===== src/rtl/play_audio.sv =====
// play_audio: reads DEPTH words out of the shared sample RAM on request and
// streams them over a valid/ready port, then pulses did_play_audio once.
// Optional feature macro: PLAY_AUDIO_BITREV_EN (bit-reversed read addressing).
//
// state   | meaning
// IDLE    | waiting for do_play_audio
// ISSUE   | drive RAM address and read strobe for the current index
// WAIT    | RAM access latency cycle
// CAPTURE | latch RAM data onto the stream
// HOLD    | present sample until the consumer accepts it
// DONE    | pulse did_play_audio, return to IDLE
module play_audio #(
    parameter int DATA_W = 10,
    parameter int ADDR_W = 11,
    parameter int DEPTH  = 1024
) (
    input  logic              clk,
    input  logic              rst,
    input  logic              do_play_audio,
    output logic              did_play_audio,
    output logic              busy,
    output logic              mem_rd_en,
    output logic [ADDR_W-1:0] mem_addr,
    input  logic [DATA_W-1:0] mem_data,
    output logic [DATA_W-1:0] out_data,
    output logic              out_valid,
    input  logic              out_ready,
    output logic              out_last
);

    localparam int IDX_LSB_W = $clog2(DEPTH);
    localparam int IDX_W     = IDX_LSB_W + 1;
    localparam logic [IDX_W-1:0] LAST_IDX = IDX_W'(DEPTH - 1);

    typedef enum logic [2:0] {
        S_IDLE,
        S_ISSUE,
        S_WAIT,
        S_CAPTURE,
        S_HOLD,
        S_DONE
    } state_t;

    state_t              state_q, state_d;
    logic [IDX_W-1:0]    index_q, index_d;
    logic                mem_rd_en_q, mem_rd_en_d;
    logic [ADDR_W-1:0]   mem_addr_q, mem_addr_d;
    logic [DATA_W-1:0]   out_data_q, out_data_d;
    logic                out_valid_q, out_valid_d;
    logic                out_last_q, out_last_d;
    logic                did_q, did_d;
    logic                busy_q, busy_d;
    logic [IDX_LSB_W-1:0] idx_low;
    logic [ADDR_W-1:0]   rd_addr;

    // Map the word index onto a RAM address; upper address bits stay zero.
    always_comb begin
        idx_low = index_q[IDX_LSB_W-1:0];
`ifdef PLAY_AUDIO_BITREV_EN
        rd_addr = '0;
        for (int i = 0; i < IDX_LSB_W; i++) begin
            rd_addr[i] = idx_low[IDX_LSB_W-1-i];
        end
`else
        rd_addr = ADDR_W'(idx_low);
`endif
    end

    // Next-state and registered-output logic for the read sequencer.
    always_comb begin
        state_d     = state_q;
        index_d     = index_q;
        mem_rd_en_d = mem_rd_en_q;
        mem_addr_d  = mem_addr_q;
        out_data_d  = out_data_q;
        out_valid_d = out_valid_q;
        out_last_d  = out_last_q;
        did_d       = did_q;
        case (state_q)
            S_IDLE: begin
                did_d = 1'b0;
                if (do_play_audio) begin
                    index_d = '0;
                    state_d = S_ISSUE;
                end
            end
            S_ISSUE: begin
                mem_addr_d  = rd_addr;
                mem_rd_en_d = 1'b1;
                state_d     = S_WAIT;
            end
            S_WAIT: begin
                mem_rd_en_d = 1'b0;
                state_d     = S_CAPTURE;
            end
            S_CAPTURE: begin
                out_data_d  = mem_data;
                out_valid_d = 1'b1;
                out_last_d  = (index_q == LAST_IDX);
                state_d     = S_HOLD;
            end
            S_HOLD: begin
                if (out_valid_q && out_ready) begin
                    out_valid_d = 1'b0;
                    out_last_d  = 1'b0;
                    if (index_q == LAST_IDX) begin
                        state_d = S_DONE;
                    end else begin
                        index_d = index_q + IDX_W'(1);
                        state_d = S_ISSUE;
                    end
                end
            end
            S_DONE: begin
                did_d   = 1'b1;
                state_d = S_IDLE;
            end
            default: begin
                state_d = S_IDLE;
            end
        endcase
        busy_d = (state_d != S_IDLE);
    end

    // State and output registers; reset drops everything back to idle at once.
    always_ff @(posedge clk or posedge rst) begin
        if (rst) begin
            state_q     <= S_IDLE;
            index_q     <= '0;
            mem_rd_en_q <= 1'b0;
            mem_addr_q  <= '0;
            out_data_q  <= '0;
            out_valid_q <= 1'b0;
            out_last_q  <= 1'b0;
            did_q       <= 1'b0;
            busy_q      <= 1'b0;
        end else begin
            state_q     <= state_d;
            index_q     <= index_d;
            mem_rd_en_q <= mem_rd_en_d;
            mem_addr_q  <= mem_addr_d;
            out_data_q  <= out_data_d;
            out_valid_q <= out_valid_d;
            out_last_q  <= out_last_d;
            did_q       <= did_d;
            busy_q      <= busy_d;
        end
    end

    assign did_play_audio = did_q;
    assign busy           = busy_q;
    assign mem_rd_en      = mem_rd_en_q;
    assign mem_addr       = mem_addr_q;
    assign out_data       = out_data_q;
    assign out_valid      = out_valid_q;
    assign out_last       = out_last_q;

endmodule


===== config.mk =====
export PLATFORM = sky130hd
export DESIGN_NAME = play_audio
export DESIGN_NICKNAME = d
export VERILOG_FILES = /design/src/rtl/play_audio.sv
export SDC_FILE = /design/constraint.sdc
export NUM_CORES = 1
export LEC_CHECK = 0
export ABC_CLOCK_PERIOD_IN_PS = 3000
export BUFFER_PORTS_ARGS = -buffer_cell sky130_fd_sc_hd__buf_2
export CAP_MARGIN = 10
export CELL_PAD_IN_SITES_DETAIL_PLACEMENT = 1
export CELL_PAD_IN_SITES_GLOBAL_PLACEMENT = 1
export CORE_MARGIN = 5
export CORE_UTILIZATION = 47
export CTS_BUF_LIST = sky130_fd_sc_hd__clkbuf_4
export DETAILED_ROUTE_END_ITERATION = 6
export PLACE_DENSITY = 0.84
export SLEW_MARGIN = 15
export SYNTH_ARGS = -nofsm -noshare
export SYNTH_HDL_FRONTEND = slang
export SYNTH_SLANG_ARGS = --single-unit

===== constraint.sdc =====
create_clock -name clk -period 3 [get_ports clk]
set_clock_uncertainty 0.1 [all_clocks]
set_input_delay 0.6 -clock clk [delete_from_list [all_inputs] [get_ports clk]]
set_output_delay 0.6 -clock clk [all_outputs]
set_load 0.05 [all_outputs]

==> out/results.md <==
| Result | This run | Unit |
|---|---|---|
| Capturing element type of the critical path | register | - |
| Maximum vdd drop | 0.000644 | V |
| Share of post-route cells with drive strength above 1 | 40.5 | % |
| Simple-gate share of the synthesized area | 15.2 | % |
| Initial antenna violation count | 0 | - |
| First-pass GRT wire length | 7.09 | mm |
| Worst path setup slack after routing | 0.847 | ns |
| Drt via density | 5.60 | - |
| Min Clock Period, post-route | 2.15 | ns |
| Average routed wire per standard cell | 16.6 | um |
| R2R setup slack | 0.85 | ns |
| H-tree levels | 2 | - |
| Sequential fraction of the synthesis area | 54.3 | % |
| Multi-input gate area | 754 | sq um |
| Largest net degree at the start of global routing | 40 | - |
| Min-Delay Path Class | primary input to async pin | - |
| Total count of max-transition violations in the final report | 0 | - |
| Combinational family with the most area after synthesis | simple AND/OR/NAND/NOR gates | - |
| Top-level port count | 40 | - |
| Register share of total power | 40.1 | % |
| Remaining routing DRC violations | 0 | - |
| Post-CTS setup buffer count | 0 | - |
| Final core utilization | 56.0 | % |
| Net count after synthesis | 171 | - |
| Total number of yosys warnings | 0 | - |
| Die outline area | 5160 | sq um |
| Post-synthesis mux area share | 13.1 | % |
| Remaining Overflow, GRT | 0 | - |
| Post-placement cell area | 2010 | sq um |
| Kind of start point of the critical path | register | - |
| Layout area overhead | 14.8 | % |
| Number of clock sinks | 39 | - |
| Power per cell area | 942 | nW/um^2 |
| Critical path required time | 3.16 | ns |
| Per-instance average area after synthesis | 11.5 | sq um |
| Fraction of power spent switching nets | 47.1 | % |
| Depth of the worst register-to-register path | 4 | - |
| Placer congestion estimate | 0.844 | - |
| Core box area | 3690 | sq um |
| Iter 0 DRT Violations | 81 | - |
| Area share of xor/xnor cells in the synthesized design | 0.487 | % |
| Adder and majority cell fraction of the synthesized area | 0.696 | % |
| Relative max-transition margin | 61.9 | % |
| Start point of the critical path | state_q[2] | - |
| Cell leakage power | 1.01 | nW |
| Destination of the worst register-to-register timing path | index_q[3] | - |
| Finish-stage setup viols | 0 | - |
| Register clock-pin slew on the reported worst setup and hold paths | 0.12 | ns |
| Half-perimeter wire length after placement | 3.01 | mm |
| Vias after detailed routing | 1362 | - |
| CTS tree | done | - |
| Number of synthesized flops with an enable pin | 0 | - |
| Final routed wirelength across all metal layers | 4.04 | mm |
| Crit Path Class | register to register | - |
| Die Y-Extent | 71.9 | um |
| Max Clk Rate | 465 | MHz |
| Mapped Cells | 156 | - |
| Layout filler cell count | 425 | - |
| Number of global-route vias before repair | 1551 | - |
| Max clock buf depth | 2 | - |
| Width of the die | 71.9 | um |
| Hold violation total from the final report | 0 | - |
| Clock share of power | 13.9 | % |
| Total standard cell area after synthesis | 1800 | sq um |
| Count of input and output buffers | 38 | - |
| Worst R2R Start | state_q[2] | - |
| Share of async-settable or async-resettable flops after synthesis | 100 | % |
| Sequential cell area | 976 | sq um |
| Maximum capacitance violations | 0 | - |
| Net count reported at finish | 209 | - |
| Root cell of the clock tree | sky130_fd_sc_hd__clkbuf_4 | - |
| Synth Area in Compound Gates | 12.2 | % |
| Tcrit/Tclk final | 71.8 | % |
| Result of the run | completed | - |
| Number of core rows | 22 | - |
| Data arrival time at the worst-slack endpoint | 2.31 | ns |
| Number of buffers inserted by hold repair at cts | 0 | - |
| Antenna diodes | 0 | - |
| Transition time at the pin with the least slew margin | 0.568 | ns |
| Effective utilization at floorplan | 48.7 | % |
| Count of cells resized by post-cts repair | 0 | - |
| Global routing usage summed across all routing layers | 17.6 | % |
| Post-route cell area | 2060 | sq um |
| Setup repair after global routing missed its margin | no | - |
| Prevailing post-synth register cell | sky130_fd_sc_hd__dfrtp_1 | - |
| Worst skew pair latency | 0.34 | ns |
| Biggest fanout along the worst timing path | 18 | - |
| Synthesized flop and latch total | 39 | - |
| Total Neg Setup Slack | 0 | ns |
| Netlist cell types | 45 | - |
| Post-Place Worst Slack | 0.922 | ns |
| Detailed-router iteration count before antenna repair | 4 | - |
| Switching power | 0.916 | mW |
| Detail Route Antenna Nets | 0 | - |
| Internal Pwr Total | 1.03 | mW |
| Share of total power in combinational logic | 46.0 | % |
| Cts bufs inserted | 5 | - |
cell type report:
| type | count | area share [%] |
|---|---|---|
| clock buffer | 7 | 2.55 |
| clock inverter | 1 | 0.242 |
| inverter | 3 | 0.545 |
| multi-input combinational | 105 | 36.5 |
| sequential | 39 | 47.3 |
| tap | 48 | 2.91 |
| timing repair buffer | 40 | 9.94 |
cell families after synthesis:
group,Yosys count
simple gates,45
flops,39
other cells,1
mux,21
fa+ha+maj,1
compound gates,36
xor+xnor,1
buf+inv,12
worst max path at each step:
stage	endpoint	slack, ns	cells after the start
2_1_floorplan	index_q[7]	1.10	6
3_3_place_gp	index_q[3]	1.05	5
3_5_place_dp	index_q[3]	0.92	4
4_1_cts	index_q[3]	0.86	4
5_1_grt	index_q[3]	0.72	4
6_report	index_q[3]	0.85	4
stage by stage:
| stage | total power [mW] | cells | hold slack (ns) |
|---|---|---|---|
| finish | 1.95 | 243 | 0.251 |
| global route | 2.07 | 243 | 0.268 |
| CTS | 1.97 | 243 | 0.256 |
| detailed placement | 1.70 | 235 | 0.392 |
| global placement | 1.65 | 235 | 0.382 |
| floorplan | 1.48 | 156 | 0.377 |
registers in the layout (all words and copies together), names as in the netlist:
name and count:
index_q 11, mem_rd_en 1, did_play_audio 1, out_valid 1, out_last 1, out_data 10, state_q 3, busy 1
mem_addr 10
synthesized netlist by cell type, drive strengths merged, types with 2 or more instances:
master | n | area (sq um)
a21oi | 13 | 65.1
and2 | 2 | 13.8
and3 | 3 | 20.0
and4 | 3 | 28.8
buf | 6 | 45.0
clkbuf | 3 | 11.3
dfrtp | 39 | 976
inv | 3 | 11.3
mux2 | 20 | 225
nand2 | 11 | 41.3
nand3 | 4 | 20.0
nand4 | 2 | 12.5
nor2 | 5 | 26.3
nor3 | 2 | 10.0
o21ai | 10 | 50.0
o31ai | 4 | 30.0
or2 | 2 | 12.5
or3 | 3 | 21.3
or4 | 3 | 22.5
cell usage in the layout, fill, tap and decap left out, drive strengths merged, types with 3 or more instances in the layout:
| master | instances |
|---|---|
| buf | 40 |
| dfrtp | 39 |
| mux2 | 20 |
| a21oi | 13 |
| nand2 | 11 |
| o21ai | 10 |
| clkbuf | 7 |
| nor2 | 5 |
| o31ai | 4 |
| nand3 | 4 |
| or4 | 3 |
| inv | 3 |
| and3 | 3 |
| and4 | 3 |
| or3 | 3 |
power by group through the flow:
stage               Clock (mW)  Combinational, mW  Sequential, mW
floorplan                    0              0.379            1.10
global placement             0              0.877           0.776
detailed placement           0              0.901           0.795
CTS                      0.284              0.904           0.784
global route             0.311              0.954           0.803
finish                   0.270              0.894           0.781
worst max-delay path, cell delays in order, from the launching register on:
cell and delay [ns]:
sky130_fd_sc_hd__dfrtp_1 0.69, sky130_fd_sc_hd__and3_1 0.33, sky130_fd_sc_hd__o21ai_1 0.22, sky130_fd_sc_hd__or4_1 0.56
sky130_fd_sc_hd__a21oi_1 0.17
metal layers:
metal | vias to the layer above | GRT usage, % | part of all wire (%)
li1 | 640 | - | -
met1 | 685 | 20.8 | 42
met2 | 28 | 30.5 | 53
met3 | 9 | 4.07 | 3.5
met4 | 0 | 7.52 | 1.8
met5 | - | 0 | 0
(Power assumes the default switching activity.)
